--- config.mk ---
export PLATFORM = sky130hd
export DESIGN_NAME = mem_access_ctrl
export DESIGN_NICKNAME = d
export VERILOG_FILES = /design/src/rtl/mem_access_ctrl.sv
export SDC_FILE = /design/constraint.sdc
export NUM_CORES = 1
export LEC_CHECK = 0
export BUFFER_PORTS_ARGS = -buffer_cell sky130_fd_sc_hd__buf_2
export CORE_UTILIZATION = 43
export CTS_CLUSTER_SIZE = 30
export DETAILED_ROUTE_END_ITERATION = 16
export GPL_ROUTABILITY_DRIVEN = 0
export PLACE_DENSITY = 0.84
export SLEW_MARGIN = 15
export SYNTH_ARGS = -nofsm -noshare
export SYNTH_HDL_FRONTEND = slang
export SYNTH_SLANG_ARGS = --single-unit
export TNS_END_PERCENT = 1
--- constraint.sdc ---
create_clock -name clk -period 2.05 [get_ports clk]
set_input_delay 0.205 -clock clk [delete_from_list [all_inputs] [get_ports clk]]
set_output_delay 0.205 -clock clk [all_outputs]
set_load 0.005 [all_outputs]
--- src/rtl/mem_access_ctrl.sv ---
// Burst memory access sequencer for the two on-chip BRAM blocks.
// Accepts one command at a time and walks the address range one word per
// cycle, driving the {block, write} enable code, address and write data.
// Read words are realigned to the BRAM read latency by a valid-bit shift
// register and returned with the block selected at command time.
module mem_access_ctrl #(
    parameter int ADDR_W = 10,
    parameter int DATA_W = 32,
    parameter int LEN_W  = 8,
    parameter int RD_LAT = 1
) (
    input  logic              clk,
    input  logic              rst,
    input  logic              cmd_valid,
    output logic              cmd_ready,
    input  logic              cmd_write,
    input  logic              cmd_block,
    input  logic [ADDR_W-1:0] cmd_addr,
    input  logic [LEN_W-1:0]  cmd_len,
    input  logic              wr_valid,
    output logic              wr_ready,
    input  logic [DATA_W-1:0] wr_data,
    output logic              rd_valid,
    output logic [DATA_W-1:0] rd_data,
    input  logic [DATA_W-1:0] block1_dout,
    input  logic [DATA_W-1:0] block2_dout,
    output logic [1:0]        memoryena,
    output logic [ADDR_W-1:0] mem_addr,
    output logic [DATA_W-1:0] mem_din,
    output logic              busy,
    output logic              done
);

    typedef enum logic [1:0] {
        ST_IDLE  = 2'd0,
        ST_WRITE = 2'd1,
        ST_READ  = 2'd2,
        ST_DRAIN = 2'd3
    } state_t;

    localparam logic [ADDR_W-1:0] ADDR_ZERO = {ADDR_W{1'b0}};
    localparam logic [ADDR_W-1:0] ADDR_ONE  = {{(ADDR_W-1){1'b0}}, 1'b1};
    localparam logic [LEN_W-1:0]  LEN_ZERO  = {LEN_W{1'b0}};
    localparam logic [LEN_W-1:0]  LEN_ONE   = {{(LEN_W-1){1'b0}}, 1'b1};
    localparam logic [DATA_W-1:0] DATA_ZERO = {DATA_W{1'b0}};
    localparam logic [RD_LAT-1:0] PIPE_ZERO = {RD_LAT{1'b0}};

    // Registered state
    state_t              state_r;
    logic                blk_r;       // block latched at command time
    logic [LEN_W-1:0]    cnt_r;       // words remaining after the current one
    logic [ADDR_W-1:0]   addr_r;      // next address to present
    logic                issue_r;     // a read address is on the bus this cycle
    logic [RD_LAT-1:0]   pipe_r;      // read-valid alignment shift register
    logic [1:0]          memoryena_r;
    logic [ADDR_W-1:0]   mem_addr_r;
    logic [DATA_W-1:0]   mem_din_r;
    logic                rd_valid_r;
    logic [DATA_W-1:0]   rd_data_r;
    logic                done_r;
    logic                cmd_ready_r;
    logic                wr_ready_r;
    logic                busy_r;

    // Next-state values
    state_t              state_nxt_s;
    logic                blk_nxt_s;
    logic [LEN_W-1:0]    cnt_nxt_s;
    logic [ADDR_W-1:0]   addr_nxt_s;
    logic                issue_nxt_s;
    logic [RD_LAT-1:0]   pipe_nxt_s;
    logic [RD_LAT-1:0]   pipe_shift_s;
    logic [1:0]          memoryena_nxt_s;
    logic [ADDR_W-1:0]   mem_addr_nxt_s;
    logic [DATA_W-1:0]   mem_din_nxt_s;
    logic                rd_valid_nxt_s;
    logic [DATA_W-1:0]   rd_data_nxt_s;
    logic                done_nxt_s;
    logic                wr_accept_s;

    // A read issue on the bus this cycle enters the shift register; after
    // RD_LAT stages its bit lines up with the BRAM output of that address.
    generate
        if (RD_LAT == 1) begin : g_pipe_one
            assign pipe_shift_s = issue_r;
        end else begin : g_pipe_many
            assign pipe_shift_s = {pipe_r[RD_LAT-2:0], issue_r};
        end
    endgenerate

    assign wr_accept_s = wr_valid && wr_ready_r;

    // Next-state, address/count and output-register computation.
    always_comb begin
        state_nxt_s     = state_r;
        blk_nxt_s       = blk_r;
        cnt_nxt_s       = cnt_r;
        addr_nxt_s      = addr_r;
        issue_nxt_s     = 1'b0;
        pipe_nxt_s      = pipe_shift_s;
        memoryena_nxt_s = 2'b00;
        mem_addr_nxt_s  = mem_addr_r;
        mem_din_nxt_s   = mem_din_r;
        done_nxt_s      = 1'b0;
        rd_valid_nxt_s  = pipe_r[RD_LAT-1];

        // Capture uses the latched block so a later command cannot steer
        // an in-flight word to the wrong source.
        if (pipe_r[RD_LAT-1]) begin
            rd_data_nxt_s = blk_r ? block2_dout : block1_dout;
        end else begin
            rd_data_nxt_s = rd_data_r;
        end

        case (state_r)
            ST_IDLE: begin
                if (cmd_valid) begin
                    blk_nxt_s       = cmd_block;
                    cnt_nxt_s       = cmd_len;
                    memoryena_nxt_s = {cmd_block, 1'b0};
                    if (cmd_write) begin
                        addr_nxt_s  = cmd_addr;
                        state_nxt_s = ST_WRITE;
                    end else begin
                        // First read address goes out on the acceptance edge.
                        mem_addr_nxt_s = cmd_addr;
                        addr_nxt_s     = cmd_addr + ADDR_ONE;
                        issue_nxt_s    = 1'b1;
                        if (cmd_len == LEN_ZERO) begin
                            state_nxt_s = ST_DRAIN;
                        end else begin
                            state_nxt_s = ST_READ;
                        end
                    end
                end else begin
                    memoryena_nxt_s = 2'b00;
                end
            end

            ST_WRITE: begin
                if (wr_accept_s) begin
                    memoryena_nxt_s = {blk_r, 1'b1};
                    mem_addr_nxt_s  = addr_r;
                    mem_din_nxt_s   = wr_data;
                    addr_nxt_s      = addr_r + ADDR_ONE;
                    if (cnt_r == LEN_ZERO) begin
                        state_nxt_s = ST_IDLE;
                        done_nxt_s  = 1'b1;
                    end else begin
                        cnt_nxt_s = cnt_r - LEN_ONE;
                    end
                end else begin
                    memoryena_nxt_s = {blk_r, 1'b0};
                end
            end

            ST_READ: begin
                memoryena_nxt_s = {blk_r, 1'b0};
                mem_addr_nxt_s  = addr_r;
                addr_nxt_s      = addr_r + ADDR_ONE;
                issue_nxt_s     = 1'b1;
                cnt_nxt_s       = cnt_r - LEN_ONE;
                if (cnt_r == LEN_ONE) begin
                    state_nxt_s = ST_DRAIN;
                end else begin
                    state_nxt_s = ST_READ;
                end
            end

            ST_DRAIN: begin
                memoryena_nxt_s = 2'b00;
                if (!issue_r && (pipe_r == PIPE_ZERO)) begin
                    state_nxt_s = ST_IDLE;
                    done_nxt_s  = 1'b1;
                end else begin
                    state_nxt_s = ST_DRAIN;
                end
            end

            default: begin
                state_nxt_s = ST_IDLE;
            end
        endcase
    end

    // FSM state register.
    always_ff @(posedge clk) begin
        if (rst) begin
            state_r <= ST_IDLE;
        end else begin
            state_r <= state_nxt_s;
        end
    end

    // Datapath, read pipeline and registered outputs.
    always_ff @(posedge clk) begin
        if (rst) begin
            blk_r       <= 1'b0;
            cnt_r       <= LEN_ZERO;
            addr_r      <= ADDR_ZERO;
            issue_r     <= 1'b0;
            pipe_r      <= PIPE_ZERO;
            memoryena_r <= 2'b00;
            mem_addr_r  <= ADDR_ZERO;
            mem_din_r   <= DATA_ZERO;
            rd_valid_r  <= 1'b0;
            rd_data_r   <= DATA_ZERO;
            done_r      <= 1'b0;
            cmd_ready_r <= 1'b1;
            wr_ready_r  <= 1'b0;
            busy_r      <= 1'b0;
        end else begin
            blk_r       <= blk_nxt_s;
            cnt_r       <= cnt_nxt_s;
            addr_r      <= addr_nxt_s;
            issue_r     <= issue_nxt_s;
            pipe_r      <= pipe_nxt_s;
            memoryena_r <= memoryena_nxt_s;
            mem_addr_r  <= mem_addr_nxt_s;
            mem_din_r   <= mem_din_nxt_s;
            rd_valid_r  <= rd_valid_nxt_s;
            rd_data_r   <= rd_data_nxt_s;
            done_r      <= done_nxt_s;
            cmd_ready_r <= (state_nxt_s == ST_IDLE);
            wr_ready_r  <= (state_nxt_s == ST_WRITE);
            busy_r      <= (state_nxt_s != ST_IDLE) || issue_nxt_s ||
                           (pipe_nxt_s != PIPE_ZERO);
        end
    end

    assign cmd_ready = cmd_ready_r;
    assign wr_ready  = wr_ready_r;
    assign memoryena = memoryena_r;
    assign mem_addr  = mem_addr_r;
    assign mem_din   = mem_din_r;
    assign rd_valid  = rd_valid_r;
    assign rd_data   = rd_data_r;
    assign done      = done_r;
    assign busy      = busy_r;

endmodule

==> impl_metrics.toml, run 1 <==
[run_status]
status = "finished, final reports clean"

[routing]
final_antenna_net_count = 0
routed-via-count = 4597
wirelength_um = 11800
wire_per_inst_um = 13.2
dr.pass1.iters = 5
drc_errors = 0
first_iter_violations = 307
viasPerCell = 5.13

[clocking]
cts_buffers = 9
cts_tree = "yes"
clock_sinks = 104
cts_buffer_depth = 2
clk_latency_ps = 360
postCtsHoldBufs = 0
cts-root-buf = "clkbuf_8"
cts_htree_levels = 3
clk_pin_slew_ps = 100

[critical_path]
crit_chain = "inv_1, ha_1, nor2b_1, a211o_1, buf_4, a21oi_1, nor2b_1, o31a_1"
crit_arrival_ps = 2150
critPathSlowestCell = "dfxtp_2"
critical_path_class = "reg -> reg"
cp-end-kind = "register"
critPathBufInv = 2
critical_path.max_fanout = 13
max_stage_delay_ps = 400
cp-start-kind = "register"
crit_family = "compound AO/OA/AOI/OAI gates"
cp.required_ps = 2310
cp_common_cell = "nor2b_1"

[cells_and_area]
drive_gt1_share_pct = 31.7
n_antenna_cell = 0
fin_util_pct = 56.6
fin_nets = 881
syn_to_final_growth_pct = 28.3

[power_and_ir_drop]
p_per_area_nw_per_um2 = 774
p_leak_nw = 2.62
peakVddDrop_v = 0.000343
p_total_mw = 4.73

[die]
placementRows = 38
die_width_um = 107
ioPinCount = 201
die_area_um2 = 11500
fp.dieH_um = 107
initial_core_util_pct = 44.1
core-area_um2 = 10800

[sta]
fin_crit_ps = 1900
fin_tns_setup_ps = 0
skew_ps = 11.0
slew-limit-headroom_pct = 60.6
period_share_pct = 92.6
fmax_mhz = 527
worst_pin_slew_ps = 592
setup_ws_ps = 152
setup_viol = 0
hold_viol = 0
slew_violations = 0
holdWs_ps = 70.1
rsz0062_at_grt = "false"

[yosys]
synth_commonest_cells = "dfxtp_1, nand2_1, nor2_1"
synth_seq_area_share_pct = 43.8
synth.area.top_cells = "dfxtp_1, mux2i_1, nand2_1, a211oi_1, a21oi_1"
yosysTopAreaCell = "dfxtp_1"
syn_area_um2 = 4760
synth_top_cell_area_share_pct = 43.8
ys_warn_count = 0
ys_types = 52
synth_edf_count = 0
synthFlopType = "dfxtp_1"
synthXorXnorAreaFrac_pct = 1.66
synthAdderAreaFrac_pct = 2.37
synth.most_common_cell = "dfxtp_1"
syn-num-nets = 698
synth_top_family_by_area = "simple AND/OR/NAND/NOR gates"
synth_compound_area_share_pct = 19.4
ys_ff_latch = 104
postSynthAreaPerCell_um2 = 8.36
synth.area.mux_share_pct = 8.84
ys_async_sr_fraction_pct = 0
syn_inst = 569
synthSimpleGateAreaFrac_pct = 19.4

[global_routing]
grt_util_all_layers_pct = 20.2
grt_max_degree = 67
grt_overflow = 0
grt_pass1_wl_um = 18700
antenna_found_initial = 0
grt_pass1_vias = 4046

[worst_hold_path]
hp-class = "in -> reg"

[placed_design]
dp_slack_ps = 29.0
hpwl_um = 8530
port_buffers = 200

[run]
maxCapViolCount = 0
==> worst min-delay path: stages <==
cell	delay [ps]
buf_2	90
nand2_1	40
a21oi_1	50
==> registers in the layout, indices dropped and copies added, names as in the netlist, 2 cells and up <==
signal / cells
mem_addr: 10
state_r: 2
cnt_r: 8
rd_data: 32
memoryena: 2
addr_r: 10
mem_din: 32
==> final timing paths <==
check                 to  cells after the start  slack (ps)   startpoint
min          mem_din[18]                      3          70  wr_data[18]
max            addr_r[7]                      8         150   state_r[0]
min reg2reg  mem_din[13]                      2         460  mem_din[13]
max reg2reg    addr_r[7]                      8         150   state_r[0]
==> routing by layer <==
layer	vias up	wire [um]	GRT usage [%]
met5	-	0	0
met4	0	163	7.14
met3	15	760	4.56
met2	140	5860	35.5
met1	2072	5000	23.9
li1	2370	-	-
==> cell type report <==
class / count / area [um2]
flip-flops and latches: 104 / 2090
fillers: 992 / 4690
multi-input cells: 414 / 2460
inverters: 9 / 33.8
repair buffers: 214 / 1130
clock inverters: 5 / 81.3
clock buffers: 10 / 138
well taps: 140 / 175
==> where the power goes <==
part	switching [mW]	total [mW]	internal, mW
sequential	0.107	2.27	2.17
clock	0.678	1.39	0.715
combinational	0.577	1.06	0.485
total	1.36	4.73	3.36
==> cell usage in the layout (no fill, tap or decap), types with 9 or more instances in the layout <==
| cell | Yosys | final |
|---|---|---|
| nand2_1 | 93 | 93 |
| dfxtp_1 | 104 | 101 |
| ha_1 | 9 | 9 |
| inv_1 | 9 | 9 |
| o21ai_0 | 15 | 15 |
| buf_2 | 11 | 200 |
| buf_4 | 1 | 12 |
| a21oi_1 | 52 | 52 |
| a211oi_1 | 42 | 42 |
| clkbuf_8 | 0 | 10 |
| nor2_1 | 68 | 68 |
| mux2i_1 | 42 | 42 |
| nor3_1 | 11 | 11 |
==> cells by family (layout without fill, tap and decap cells) <==
group / after synthesis / count (layout)
flip-flops: 104 / 104
multiplexers: 42 / 42
buffers and inverters: 51 / 238
XOR/XNOR: 9 / 9
adder cells (fa/ha/maj): 9 / 9
AO/OA/AOI/OAI: 141 / 141
AND/OR/NAND/NOR: 213 / 213
==> metrics by stage <==
stage               instances  cell area, um2
floorplan                 569            4760
global placement          881            5880
detailed placement        881            5880
CTS                       896            6100
global route              896            6110
finish                    896            6110
==> repair_timing <==
item / CTS / global route
setup endpoints to repair: 0 / 16
setup buffers: 0 / 0
gates resized for setup: 0 / 2
No activity file was read; power rests on OpenSTA's default activity.
==> inputs of run 2 (changes only) <==
Settings changed: CORE_UTILIZATION 43 to 45, CTS_BUF_LIST set to sky130_fd_sc_hd__clkbuf_4, PLACE_DENSITY 0.84 to 0.87, SETUP_SLACK_MARGIN set to 0.5.
==> run 2 against run 1 <==
Against the previous run:
- flip-flop and latch count unchanged
- die area decreased by 4.4%
- register-to-register slack improved by 160 ps
- count of clock-buffer cells in the layout decreased by 1
- hold slack got worse by 28 ps
- cell area increased by 7.1%
- global-route usage increased by 3.9 points
- clock power decreased by 19%
- largest power group unchanged
- highest routed layer unchanged
==> impl_metrics.toml, run 2 (synthesis results as in run 1) <==
[sta]
hold_viol = 0
fin_crit_ps = 1730
worst_pin_slew_ps = 611
slew-limit-headroom_pct = 59.3
period_share_pct = 84.5
slew_violations = 0
fmax_mhz = 577
setup_viol = 0
skew_ps = 17.9
rsz0062_at_grt = "true"
fin_tns_setup_ps = 0

[critical_path]
cp.required_ps = 2420
cp-end-kind = "register"
crit_family = "compound AO/OA/AOI/OAI gates"
cp-start-kind = "register"
critical_path_class = "reg -> reg"
r2r_slack_ps = 320
max_stage_delay_ps = 430
critPathBufInv = 2
crit_arrival_ps = 2110
cp-startpoint = "state_r[0]"
critical_path.max_fanout = 5
crit_chain = "inv_4, ha_4, nor2b_4, a211o_4, a21oi_4, buf_6, nor2_1, a311oi_1"
r2r_start = "state_r[0]"
critPathSlowestCell = "dfxtp_4"

[cells_and_area]
fill_cells = 861
syn_to_final_growth_pct = 37.5
regArea_um2 = 2100
n_antenna_cell = 0
final_common_cell = "buf_2"
drive_gt1_share_pct = 33.4
multiInputGateArea_um2 = 2570
fin_nets = 924
mostFrequentLayoutCells = "buf_2, dfxtp_1, nand2_1, nor2_1, a21oi_1"

[clocking]
cts_htree_levels = 3
cts_buffer_depth = 2
cts_tree = "yes"
cts-root-buf = "clkbuf_4"
clk_pin_slew_ps = 170
cts_buffers = 9
clk_latency_ps = 450
clock_sinks = 104

[routing]
wire_per_inst_um = 14.3
viasPerCell = 5.28
routed-via-count = 4941
final_antenna_net_count = 0
drc_errors = 0
first_iter_violations = 241
wirelength_um = 13400
dr.pass1.iters = 4

[power_and_ir_drop]
p_total_mw = 4.65
p_per_area_nw_per_um2 = 711
clkPwrFrac_pct = 24.2
power.share.combinational_pct = 27.0
internal_power_mw = 3.16
peakVddDrop_v = 0.000384
p_leak_nw = 2.80
power.switching_mw = 1.49
switching_share_pct = 32.1
seqPwrFrac_pct = 48.9

[die]
placementRows = 37
initial_core_util_pct = 46.3
fp.dieH_um = 105
die_area_um2 = 11000
core-area_um2 = 10300
die_width_um = 105
ioPinCount = 201

[placed_design]
port_buffers = 200
hpwl_um = 8910

[worst_hold_path]
min_from = "cmd_addr[9]"
hp-class = "in -> reg"

[run_status]
status = "finished, final reports clean"

[global_routing]
grt_overflow = 0
antenna_found_initial = 0
grt_max_degree = 67
grt_pass1_wl_um = 21500
grt_util_all_layers_pct = 24.1
grt_pass1_vias = 4596

[run]
maxCapViolCount = 0
## run 2: cell type report
class                           count  area share, %
Multi-Input combinational cell    415           39.3
Clock inverter                      7           1.32
Inverter                            9          0.555
Timing Repair Buffer              256           23.2
Sequential cell                   104           32.0
Tap cell                          136           2.60
Clock buffer                        9           1.03
## run 2: stage by stage
stage / hold WS [ps] / util, % / std cells / setup slack (ps) / area [um2]
floorplan: 341 / - / 569 / 409 / 4800
global placement: 439 / 57.2 / 876 / 252 / 5880
detailed placement: 443 / 57.2 / 876 / 156 / 5880
CTS: 8.81 / 63.4 / 936 / 360 / 6510
global route: 13.3 / 63.6 / 936 / 269 / 6540
finish: 41.8 / 63.6 / 936 / 317 / 6540
## run 2: worst paths after layout
check                           depth (start not counted)          end
worst max-delay path                                    8  mem_addr[9]
worst min-delay path                                    3  mem_addr[9]
worst max register to register                          8  mem_addr[9]
worst min register to register                          2  mem_din[27]
## run 2: power by group through the flow
| stage | clock [mW] | sequential, mW | combinational (mW) |
|---|---|---|---|
| 2_1_floorplan | 0 | 2.31 | 0.706 |
| 3_3_place_gp | 0 | 2.31 | 1.05 |
| 3_5_place_dp | 0 | 2.32 | 1.08 |
| 4_1_cts | 1.17 | 2.27 | 1.22 |
| 5_1_grt | 1.25 | 2.29 | 1.37 |
| 6_report | 1.12 | 2.27 | 1.25 |
## run 2: per-layer routing
metal,GRT usage [%],part of all wire [%],vias up
met5,0,0,-
met4,11.9,3.0,0
met3,5.49,7.2,38
met2,41.5,50,209
met1,27.9,40,2246
li1,-,-,2448
## run 2: repair_timing
action / 4_1_cts / 5_1_grt
gates resized for setup: 17 / 6
cloned: 3 / 0
endpoints found under the setup margin: 32 / 63
hold buffers: 33 / 0
buffers inserted: 8 / 0
hold endpoints to repair: 33 / 0
pin swaps: 6 / 1
## run 2: worst min-delay path, cell delays in order
cell and delay, ps:
buf_2 110, nand2_1 60, a311oi_1 90
==> inputs of run 3 (changes only) <==
Settings changed: CORE_UTILIZATION 45 to 50, PLACE_DENSITY 0.87 to 0.91.
Clock period 2.05 ns to 1.6 ns, I/O delays scaled along.
==> run 3 against run 2 <==
Against the previous run:
- the run now ends with setup timing left
- largest cell class unchanged
- via count rose by 6.1%
- first-iteration DRC count fell by 11%
- register-to-register slack got worse by 450 ps
- fmax barely moved
- cell count rose by 2.0%
- setup slack got worse by 450 ps
- cell area rose by 6.8%
- critical endpoint unchanged
- sequential share of layout area fell by 1.2 points
- clock skew rose by 8.7 ps
- non-clock buffer count rose by 27
- flip-flop and latch count did not move
==> impl_metrics.toml, run 3 (synthesis results as in run 1) <==
[run_status]
status = "finished, violations left"
violations = "setup timing"

[global_routing]
antenna_found_initial = 0
grt_pass1_wl_um = 23200
grt_overflow = 0
grt_pass1_vias = 5034
grt_util_all_layers_pct = 29.5
grt_max_degree = 67

[placed_design]
placedCellCount = 893
port_buffers = 200
placed_area_um2 = 6120
hpwl_um = 9830
dp_slack_ps = -184

[run]
maxCapViolCount = 0

[routing]
drc_errors = 0
viasPerCell = 5.49
routed-via-count = 5244
wirelength_um = 15000
first_iter_violations = 214
dr.pass1.iters = 8
wire_per_inst_um = 15.7
final_antenna_net_count = 0

[clocking]
clk_pin_slew_ps = 180
cts_buffer_depth = 2
cts-root-buf = "clkbuf_4"
cts_tree = "yes"
clk_latency_ps = 450
cts_buffers = 9
cts_htree_levels = 3
clock_sinks = 104

[power_and_ir_drop]
p_total_mw = 6.10
p_per_area_nw_per_um2 = 873
p_leak_nw = 2.99
peakVddDrop_v = 0.000556

[cells_and_area]
multiInputGateArea_um2 = 2590
regArea_um2 = 2160
fin_util_pct = 75.6
n_antenna_cell = 0
fill_cells = 624
final_cells = 955
final_common_cell = "buf_2"
drive_gt1_share_pct = 42.3
mostFrequentLayoutCells = "buf_2, nand2_1, nor2_1, dfxtp_2, a21oi_1"
syn_to_final_growth_pct = 46.9
fin_nets = 950
stdcell_area_um2 = 6990

[sta]
setup_viol = 28
worst_pin_slew_ps = 447
slew_violations = 0
fin_tns_setup_ps = -1830
hold_viol = 0
holdWs_ps = 18.1
fmax_mhz = 577
rsz0062_at_grt = "true"
period_share_pct = 108
slew-limit-headroom_pct = 70.2
skew_ps = 26.6
fin_crit_ps = 1730
setup_ws_ps = -132

[die]
ioPinCount = 201
die_area_um2 = 9910
core-area_um2 = 9240
placementRows = 35
fp.dieH_um = 99.6
die_width_um = 99.6
initial_core_util_pct = 51.5

[critical_path]
cp-startpoint = "state_r[0]"
critPathBufInv = 3
critical_path.max_fanout = 5
crit_chain = "inv_4, ha_4, nor2b_4, a211o_1, a21oi_4, buf_12, buf_12, nor2_1, a311oi_1"
critPathSlowestCell = "dfxtp_4"
cp_common_cell = "buf_12"
critical_path_class = "reg -> reg"
crit_arrival_ps = 2100
max_stage_delay_ps = 410
r2r_start = "state_r[0]"
cp-start-kind = "register"
crit_family = "compound AO/OA/AOI/OAI gates"
cp.required_ps = 1970
cp-end-kind = "register"

[worst_hold_path]
min_from = "block1_dout[21]"
hp-class = "in -> reg"
[run 3: what timing repair did]
| item | 4_1_cts | 5_1_grt |
|---|---|---|
| hold buffers | 35 | 5 |
| endpoints found under the setup margin | 139 | 167 |
| endpoints found under the hold margin | 35 | 3 |
| buffers inserted | 3 | 0 |
| cloned | 3 | 0 |
| pin swaps | 18 | 5 |
| gates resized for setup | 84 | 11 |
[run 3: final cells by class]
type,count,area share [%]
Clock inverter,7,0.895
Clock buffer,9,0.967
Timing Repair Buffer,283,27.4
Tap cell,129,2.31
Sequential cell,104,30.9
Multi-Input combinational cell,414,37.0
Inverter,9,0.519
[run 3: tightest hold or removal path, stage by stage]
cell and delay, ps:
buf_2 90, mux2i_1 120, a211oi_1 80
[run 3: final timing paths]
path | slack (ps) | end | cells after the start
setup / recovery | -130 | mem_addr[9] | 9
hold / removal | 20 | rd_data[21] | 3
setup reg to reg | -130 | mem_addr[9] | 9
hold reg to reg | 460 | mem_din[17] | 2
[run 3: routing by layer]
metal / part of all wire, % / vias up / track usage (%)
li1: - / 2509 / -
met1: 39 / 2416 / 32.9
met2: 52 / 264 / 53.4
met3: 5.9 / 55 / 5.13
met4: 3.8 / 0 / 15.6
met5: 0 / - / 0
[run 3: power by group]
part / internal (mW) / switching (mW) / total (mW)
registers: 2.78 / 0.133 / 2.92
clock network: 0.353 / 0.942 / 1.29
logic: 0.947 / 0.939 / 1.89
total: 4.08 / 2.01 / 6.10
